## src/rtl/pump_ctrl_pkg.sv

```systemverilog
// Shared pump-control constants and the per-channel ramp state encoding.
// The duty stepping helper is used by every ramp channel.
package pump_ctrl_pkg;

   localparam logic [7:0] PWM_MIN = 8'd77;
   localparam logic [7:0] PWM_MAX = 8'd230;

   typedef enum logic [1:0] {
      IDLE    = 2'd0,
      RAMP    = 2'd1,
      HOLD    = 2'd2,
      LOCKOUT = 2'd3
   } ramp_state_t;

   // One step of cur toward tgt, clamped at tgt; 9-bit math keeps 255 and 0 from wrapping.
   function automatic logic [7:0] step_toward(input logic [7:0] cur,
                                              input logic [7:0] tgt,
                                              input logic [7:0] step);
      logic [8:0] sum;
      logic [8:0] diff;
      sum  = {1'b0, cur} + {1'b0, step};
      diff = {1'b0, cur} - {1'b0, step};
      if (cur < tgt) begin
         return (sum > {1'b0, tgt}) ? tgt : sum[7:0];
      end else if (cur > tgt) begin
         return (diff[8] || (diff < {1'b0, tgt})) ? tgt : diff[7:0];
      end else begin
         return cur;
      end
   endfunction

endpackage

```

## src/rtl/pump_ramp_channel.sv

```systemverilog
// One pump channel: rate-limited ramp toward the requested duty, immediate cut
// on stop/inhibit, then a fixed off-time lockout before the next restart.
module pump_ramp_channel
   import pump_ctrl_pkg::*;
#(
   parameter logic [7:0]  STEP_SIZE      = 8'd4,
   parameter logic [7:0]  START_DUTY     = PWM_MIN,
   parameter int unsigned MIN_OFF_CYCLES = 100_000_000
) (
   input  logic       clk,
   input  logic       reset,
   input  logic       step_tick,
   input  logic [7:0] req_duty,
   input  logic       inhibit,
   output logic [7:0] duty,
   output logic       running,
   output logic       lockout,
   output logic       at_target
);

   localparam int unsigned    OFF_W    = (MIN_OFF_CYCLES > 1) ? $clog2(MIN_OFF_CYCLES) : 1;
   localparam logic [OFF_W-1:0] OFF_LAST = OFF_W'(MIN_OFF_CYCLES - 1);

   ramp_state_t       state, state_n;
   logic [7:0]        duty_n;
   logic [OFF_W-1:0]  off_cnt, off_cnt_n;
   logic              stop;

   assign stop = inhibit || (req_duty == '0);

   always_ff @(posedge clk or posedge reset) begin
      if (reset) begin
         state   <= IDLE;
         duty    <= '0;
         off_cnt <= '0;
      end else begin
         state   <= state_n;
         duty    <= duty_n;
         off_cnt <= off_cnt_n;
      end
   end

   always_comb begin
      state_n   = state;
      duty_n    = duty;
      off_cnt_n = off_cnt;
      case (state)
         IDLE: begin
            duty_n = '0;
            if (!stop) begin
               state_n = RAMP;
               duty_n  = (req_duty < START_DUTY) ? req_duty : START_DUTY;
            end
         end
         RAMP: begin
            if (stop) begin
               state_n   = LOCKOUT;
               duty_n    = '0;
               off_cnt_n = '0;
            end else if (duty == req_duty) begin
               state_n = HOLD;
            end else if (step_tick) begin
               duty_n = step_toward(duty, req_duty, STEP_SIZE);
            end
         end
         HOLD: begin
            if (stop) begin
               state_n   = LOCKOUT;
               duty_n    = '0;
               off_cnt_n = '0;
            end else if (duty != req_duty) begin
               state_n = RAMP;
            end
         end
         LOCKOUT: begin
            duty_n = '0;
            if (off_cnt == OFF_LAST) begin
               state_n   = IDLE;
               off_cnt_n = '0;
            end else begin
               off_cnt_n = off_cnt + OFF_W'(1);
            end
         end
         default: begin
            state_n   = IDLE;
            duty_n    = '0;
            off_cnt_n = '0;
         end
      endcase
   end

   always_comb begin
      running   = (state == RAMP) || (state == HOLD);
      lockout   = (state == LOCKOUT);
      at_target = (state == HOLD);
   end

endmodule

```

## src/rtl/pump_ramp_scheduler.sv

```systemverilog
// Applied-duty scheduler for the fill (A) and drain (B) pumps: a shared step
// prescaler feeding two independent ramp/lockout channels.
module pump_ramp_scheduler
   import pump_ctrl_pkg::*;
#(
   parameter int unsigned STEP_CYCLES    = 500_000,
   parameter logic [7:0]  STEP_SIZE      = 8'd4,
   parameter logic [7:0]  START_DUTY     = PWM_MIN,
   parameter int unsigned MIN_OFF_CYCLES = 100_000_000
) (
   input  logic       clk,
   input  logic       reset,
   input  logic [7:0] req_duty_a,
   input  logic [7:0] req_duty_b,
   input  logic       inhibit_a,
   input  logic       inhibit_b,
   output logic [7:0] duty_a,
   output logic [7:0] duty_b,
   output logic       running_a,
   output logic       running_b,
   output logic       lockout_a,
   output logic       lockout_b,
   output logic       at_target_a,
   output logic       at_target_b
);

   localparam int unsigned      PRE_W    = (STEP_CYCLES > 1) ? $clog2(STEP_CYCLES) : 1;
   localparam logic [PRE_W-1:0] PRE_LAST = PRE_W'(STEP_CYCLES - 1);

   logic [PRE_W-1:0] pre_cnt;
   logic             step_tick;

   assign step_tick = (pre_cnt == PRE_LAST);

   always_ff @(posedge clk or posedge reset) begin
      if (reset) begin
         pre_cnt <= '0;
      end else if (step_tick) begin
         pre_cnt <= '0;
      end else begin
         pre_cnt <= pre_cnt + PRE_W'(1);
      end
   end

   pump_ramp_channel #(
      .STEP_SIZE      (STEP_SIZE),
      .START_DUTY     (START_DUTY),
      .MIN_OFF_CYCLES (MIN_OFF_CYCLES)
   ) u_chan_a (
      .clk       (clk),
      .reset     (reset),
      .step_tick (step_tick),
      .req_duty  (req_duty_a),
      .inhibit   (inhibit_a),
      .duty      (duty_a),
      .running   (running_a),
      .lockout   (lockout_a),
      .at_target (at_target_a)
   );

   pump_ramp_channel #(
      .STEP_SIZE      (STEP_SIZE),
      .START_DUTY     (START_DUTY),
      .MIN_OFF_CYCLES (MIN_OFF_CYCLES)
   ) u_chan_b (
      .clk       (clk),
      .reset     (reset),
      .step_tick (step_tick),
      .req_duty  (req_duty_b),
      .inhibit   (inhibit_b),
      .duty      (duty_b),
      .running   (running_b),
      .lockout   (lockout_b),
      .at_target (at_target_b)
   );

endmodule

```

## config.mk

```make
export PLATFORM = sky130hd
export DESIGN_NAME = pump_ramp_scheduler
export DESIGN_NICKNAME = d
export VERILOG_FILES = /design/src/rtl/pump_ctrl_pkg.sv /design/src/rtl/pump_ramp_channel.sv /design/src/rtl/pump_ramp_scheduler.sv
export SDC_FILE = /design/constraint.sdc
export NUM_CORES = 1
export LEC_CHECK = 0
export ABC_AREA = 1
export CAP_MARGIN = 15
export CORE_MARGIN = 5
export CORE_UTILIZATION = 28
export DETAILED_ROUTE_END_ITERATION = 6
export PLACE_DENSITY = 0.52
export SLEW_MARGIN = 0
export SYNTH_ARGS = -nofsm -noshare
export SYNTH_HDL_FRONTEND = slang
export SYNTH_SLANG_ARGS = --single-unit
```

## constraint.sdc

```tcl
create_clock -name clk -period 3.14 [get_ports clk]
set_input_delay 0.471 -clock clk [delete_from_list [all_inputs] [get_ports clk]]
set_output_delay 0.471 -clock clk [all_outputs]
set_load 0.01 [all_outputs]
```

==> flow_summary.ini, run 1 <==
[power]
switching_share_pct = 48.5
p_int_uw = 3310
totalPowerFinal_uw = 6430
p_per_area_nw_per_um2 = 707
p_clk_share_pct = 17.4
peakVddDrop_v = 0.000378
combPwrFrac_pct = 59.0
p_seq_share_pct = 23.6
switchingPower_uw = 3120
p_leak_uw = 0.00437

[yosys]
synthCells = 1155
synth_flop_cell = dfrtp_1
syn_nets = 1228
ys_types = 53
synth_seq_cells = 93
ys.warnings.count = 0
yosysSeqAreaShare_pct = 29.7
async_flop_share_pct = 100
synth.avg_cell_area_sq_um = 6.79
netlist_area_sq_um = 7840
synth_edf_count = 0

[timing]
finalCriticalPeriod_ns = 2.80
min_period_over_period_pct = 89.0
fin_setup_tns_ns = 0
hold_violations = 0
rsz0062_at_grt = false
slew_viol_final = 0
fmax_mhz = 358
worst_pin_slew_ns = 0.570
skew_ns = 0.00974
slew_headroom_pct = 61.9
setup_violations = 0

[route]
drc = 0
drt_iter0_drc = 500
finalWirelength_mm = 21.9
first_pass_iters = 5
vias = 7515
drt-wirelength-per-cell_um = 13.7
final_antenna_net_count = 0
viasPerCell = 4.71

[grt]
grt-ovfl-total = 0
grt_pass1_vias = 7227
grt_pass1_wl_mm = 36.6
grt_max_degree = 44
antenna_found_initial = 0
grtUsageTotal_pct = 14.2

[critical_path]
r2r-start = u_chan_a.duty[3]
worstPathMaxFanout = 11
startpoint_type = flop
crit_type = flop to flop
regToRegSetupSlack_ns = 0.34
worst-endpoint-arrival_ns = 3.04
r2r-end = u_chan_a.duty[0]
r2r_cells = 16
endpoint_kind = flop
worst_ep_required_time_ns = 3.38

[die]
die-area_sq_um = 31400
dieWidth_um = 177
initial_core_util_pct = 28.3
fp-row-count = 61
die_h_um = 177
io_pins = 42
core-area_sq_um = 27700

[placed_design]
globalplace.congestion = 0.922
place_hpwl_mm = 17.5
placed_area_sq_um = 8790
io_buffers = 41
place_inst = 1581

[final_layout]
final_nets = 1287
layout-drive-gt1-share_pct = 8.29
syn2layout_area_growth_pct = 16.1
antenna-diode-count = 0
final_cell_mix = nand2_1, inv_1, nor2_1
finalNonFillerCells = 1597
fin_area_sq_um = 9100
final_common_cell = nand2_1

[clock_network]
h-tree-depth = 3
clk_latency_ns = 0.35
cts.sinks = 93
cts_tree = yes
clk_path_buf_depth = 2
cts_root_buffer = clkbuf_16
post_cts_buffers = 0
cts_buffers = 9
path_clk_slew_ns = 0.07

[run]
maxCapViolations = 0

[run_status]
outcome = finished, final reports clean

[hold_path]
worst_hold_path.endpoint = u_chan_a.off_cnt[4]
whs_path_depth = 1
min_from = u_chan_a.off_cnt[4]
min_path_type = flop to flop
==> flip-flops by register name, summed over array words and instances (netlist names) <==
name,flops
u_chan_a.off_cnt,27
u_chan_b.off_cnt,27
pre_cnt,19
u_chan_a.duty,8
u_chan_b.duty,8
u_chan_a.state,2
u_chan_b.state,2
==> layer usage <==
layer / part of all wire, % / GRT usage [%] / vias to the layer above
li1: - / - / 3915
met1: 50 / 20.1 / 3450
met2: 44 / 23.0 / 127
met3: 3.8 / 1.87 / 23
met4: 1.6 / 3.74 / 0
met5: 0 / 0 / -
==> cell usage after synthesis (2+ instances only) <==
library cell,instances,area (sq um)
nand3_1,113,566
nor4_1,12,75.1
o21a_1,5,37.5
nor3_4,2,32.5
a21o_1,4,30.0
nand3b_1,3,22.5
a31oi_1,9,56.3
nor2_1,131,492
o311ai_0,2,17.5
nor3_1,38,190
o22ai_1,2,12.5
nand2_1,259,972
nand3_2,4,40.0
ha_1,53,663
inv_2,10,37.5
buf_2,4,20.0
a21oi_1,56,280
nor3_2,6,60.1
dfrtp_1,93,2330
buf_6,3,33.8
nand2_4,2,22.5
buf_4,4,30.0
nor2_2,7,43.8
nand4_1,33,206
or2_2,4,25.0
o31ai_1,2,15.0
nand2_2,13,81.3
nor3b_1,2,15.0
inv_1,171,642
clkinv_1,2,7.51
o21bai_1,2,15.0
nand3_4,2,35.0
xor2_1,25,219
o21ai_0,46,230
o21ai_4,2,32.5
xnor2_1,2,17.5
o21ai_2,2,17.5
nor2_4,5,56.3
o211ai_1,2,15.0
o21ai_1,5,25.0
==> worst max-delay path, stage by stage (launching register included) <==
cell and delay [ns]:
dfrtp_2 0.46, ha_1 0.21, nand3_1 0.10, nor2_1 0.19
inv_1 0.06, nand2_1 0.09, inv_1 0.05, ha_1 0.28
nand2_1 0.07, nor2_1 0.19, nand3b_1 0.33, nand2_1 0.25
nand3_1 0.13, nand2_1 0.09, nor2_1 0.05, nand3_1 0.08
nand2_1 0.05
==> metrics by stage <==
stage / utilization (%) / hold WS [ns] / setup WS [ns]
after CTS: 32.8 / 0.500 / 0.192
after global routing: 32.8 / 0.508 / 0.0383
after floorplan: - / 0.454 / 0.249
after global placement: 31.7 / 0.488 / 0.259
final: 32.8 / 0.497 / 0.345
after detailed placement: 31.7 / 0.488 / 0.225
==> power by group through the flow <==
stage               registers (uW)  logic (uW)  clock network (uW)
floorplan                     1520        2600                   0
global placement              1530        3830                   0
detailed placement            1530        3800                   0
CTS                           1510        3820                1160
global route                  1540        4290                1210
finish                        1510        3790                1120
==> worst max-delay path by stage <==
stage	startpoint	end	slack, ns	cells after the start
finish	u_chan_a.duty[3]	u_chan_a.duty[0]	0.34	16
global route	u_chan_a.duty[2]	u_chan_a.duty[6]	0.04	17
CTS	u_chan_a.duty[3]	u_chan_a.duty[0]	0.19	19
detailed placement	u_chan_a.duty[3]	u_chan_a.duty[0]	0.22	19
global placement	req_duty_b[7]	u_chan_b.duty[0]	0.26	14
floorplan	reset	pre_cnt[0]	0.25	1
==> area by class of cell <==
type	instances	area [sq um]
Clock inverter	6	71.3
Tap cell	378	473
Timing Repair Buffer	61	573
Sequential cell	93	2330
Fill cell	2988	18600
Inverter	184	694
Clock buffer	10	229
Multi-Input combinational cell	865	4730
==> cell families after synthesis <==
family,count (synthesis),synth area share [%]
AO/OA/AOI/OAI,146,10.9
XOR/XNOR,27,3.02
adder cells (fa/ha/maj),53,8.46
buffers and inverters,197,10.0
flip-flops,93,29.7
AND/OR/NAND/NOR,639,38.0
==> what timing repair did <==
action                                  in CTS  in global routing
resized for setup                            0                  2
hold buffers                                 0                  0
endpoints found under the setup margin       0                  5
Note: power is estimated with default switching activity, not from simulation.
==> run 2: changes to the inputs <==
SLEW_MARGIN = not set   (was 0)
==> results of run 2 <==
The final DEF is identical to that of run 1; final timing and power are the same.
==> run 3: changes to the inputs <==
CORE_MARGIN = 1   (was 5)
HOLD_SLACK_MARGIN = 0.03   (was not set)
MAX_ROUTING_LAYER = met4   (was not set)
==> run 3 against run 2 <==
Routed wire length up 0.90%. Sequential share of layout area down 0.23 points. Power increased by 3.9%. Largest cell class unchanged. Flip-flop and latch count unchanged. First-iteration DRC count down 6.8%. Hold slack got worse by 0.0022 ns. Combinational power increased by 6.3%. Core utilization is 0.94 points higher.
==> flow_summary.ini, run 3 (synthesis gave the netlist of run 1 again) <==
[route]
drc = 0
vias = 7619
drt_iter0_drc = 466
drt-wirelength-per-cell_um = 13.8
final_antenna_net_count = 0
finalWirelength_mm = 22.1
viasPerCell = 4.76
first_pass_iters = 5

[final_layout]
fillers = 3005
utilization_pct = 33.8
finalNonFillerCells = 1602
final_common_cell = nand2_1
final_cell_mix = nand2_1, inv_1, nor2_1
final_nets = 1298
reg.largest.list = u_chan_a.off_cnt x27, u_chan_b.off_cnt x27, pre_cnt x19
layout-drive-gt1-share_pct = 9.19
syn2layout_area_growth_pct = 17.1
antenna-diode-count = 0

[grt]
busiest_layer = met2
use_met3_pct = 2.17
grt_pass1_vias = 7058
antenna_found_initial = 0
grt_pass1_wl_mm = 36.5
grtUsageTotal_pct = 16.2
grtUsageMet1_pct = 23.3
grtUsageMet2_pct = 24.0
grt-ovfl-total = 0
grt_max_degree = 41

[placed_design]
io_buffers = 41
place_hpwl_mm = 17.6
globalplace.congestion = 0.969
place_inst = 1586

[power]
totalPowerFinal_uw = 6680
p_seq_share_pct = 22.6
switchingPower_uw = 3200
p_int_uw = 3470
p_clk_share_pct = 17.0
p_leak_uw = 0.00443
peakVddDrop_v = 0.000405
switching_share_pct = 48.0
combPwrFrac_pct = 60.4
p_per_area_nw_per_um2 = 727

[die]
fp-row-count = 60
die_h_um = 169
io_pins = 42
core-area_sq_um = 27200
initial_core_util_pct = 28.8
die-area_sq_um = 28700
dieWidth_um = 169

[clock_network]
path_clk_slew_ns = 0.07
cts_root_buffer = clkbuf_16
h-tree-depth = 3
cts.sinks = 93
clk_latency_ns = 0.35
cts_buffers = 9
cts_tree = yes
clk_path_buf_depth = 2
ctsHoldBuffers = 0

[critical_path]
regToRegSetupSlack_ns = 0.28
startpoint_type = flop
cp_slowest_cell = dfrtp_2
r2r-start = u_chan_a.duty[3]
r2r_cells = 16
path_common_cell = nand2_1
r2r-end = u_chan_a.duty[0]
worstPathMaxFanout = 11
crit_buf_inv = 2
worst_ep_required_time_ns = 3.39
endpoint_kind = flop
crit_type = flop to flop
crit_family = simple AND/OR/NAND/NOR gates
crit_chain = ha_1 -> nand3_1 -> nor2_1 -> inv_1 -> nand2_1 -> inv_1 -> ha_1 -> nand2_1 -> nor2_1 -> nand3b_1 -> nand2_1 -> nand3_1 -> nand2_1 -> nor2_1 -> nand3_1 -> nand2_1
worst-endpoint-arrival_ns = 3.10
critPathMaxStageDelay_ns = 0.46

[timing]
worst_pin_slew_ns = 0.572
fin_setup_tns_ns = 0
finalCriticalPeriod_ns = 2.86
slew_viol_final = 0
rsz0062_at_grt = false
hold_violations = 0
setup_violations = 0
min_period_over_period_pct = 91.0
skew_ns = 0.00958
fmax_mhz = 350
slew_headroom_pct = 61.7

[hold_path]
min_path_type = primary input to asynchronous set/reset pin

[run_status]
outcome = finished, final reports clean

[run]
maxCapViolations = 0
## run 3: worst max path at each step
| stage | cells past startpoint | from | slack [ns] | endpoint |
|---|---|---|---|---|
| floorplan | 1 | reset | 0.25 | pre_cnt[0] |
| global placement | 19 | u_chan_a.duty[3] | 0.22 | u_chan_a.duty[0] |
| detailed placement | 19 | u_chan_a.duty[3] | 0.19 | u_chan_a.duty[1] |
| CTS | 19 | u_chan_a.duty[3] | 0.17 | u_chan_a.duty[0] |
| global route | 19 | u_chan_a.duty[3] | 0.06 | u_chan_a.duty[0] |
| finish | 16 | u_chan_a.duty[3] | 0.28 | u_chan_a.duty[0] |
## run 3: area by class of cell
type | count | area (sq um) | area share [%]
clock buffer | 9 | 225 | 2.45
clock inverter | 7 | 82.6 | 0.899
inverter | 184 | 694 | 7.56
multi-input combinational | 865 | 4730 | 51.5
sequential | 93 | 2330 | 25.4
tap | 372 | 465 | 5.07
timing repair buffer | 72 | 656 | 7.14
## run 3: worst reg2reg max path, stage by stage (launching register included)
cell,delay (ns)
dfrtp_2,0.46
ha_1,0.22
nand3_1,0.10
nor2_1,0.22
inv_1,0.07
nand2_1,0.09
inv_1,0.05
ha_1,0.29
nand2_1,0.08
nor2_1,0.16
nand3b_1,0.36
nand2_1,0.27
nand3_1,0.13
nand2_1,0.09
nor2_1,0.05
nand3_1,0.07
nand2_1,0.05
## run 3: through the flow
stage / hold slack (ns) / setup WS, ns / area (sq um)
2_1_floorplan: 0.454 / 0.249 / 7840
3_3_place_gp: 0.482 / 0.220 / 8870
3_5_place_dp: 0.490 / 0.188 / 8870
4_1_cts: 0.500 / 0.165 / 9180
5_1_grt: 0.521 / 0.0566 / 9180
6_report: 0.495 / 0.282 / 9180
## run 3: power by group through the flow
stage	Combinational, uW	Sequential, uW	Clock [uW]
after floorplan	2600	1520	0
final	4030	1510	1140
after CTS	4030	1510	1180
after global routing	4530	1540	1230
after global placement	4040	1530	0
after detailed placement	4000	1540	0
## run 3: per-layer routing
| metal | wire (um) | vias to the layer above |
|---|---|---|
| met2 | 9590 | 151 |
| met5 | 0 | - |
| met3 | 1000 | 25 |
| met4 | 293 | 0 |
| li1 | - | 3927 |
| met1 | 11200 | 3516 |
## run 3: timing repair
action	in CTS	in global routing
resized for setup	0	2
endpoints found under the setup margin	0	6
setup buffers	0	0
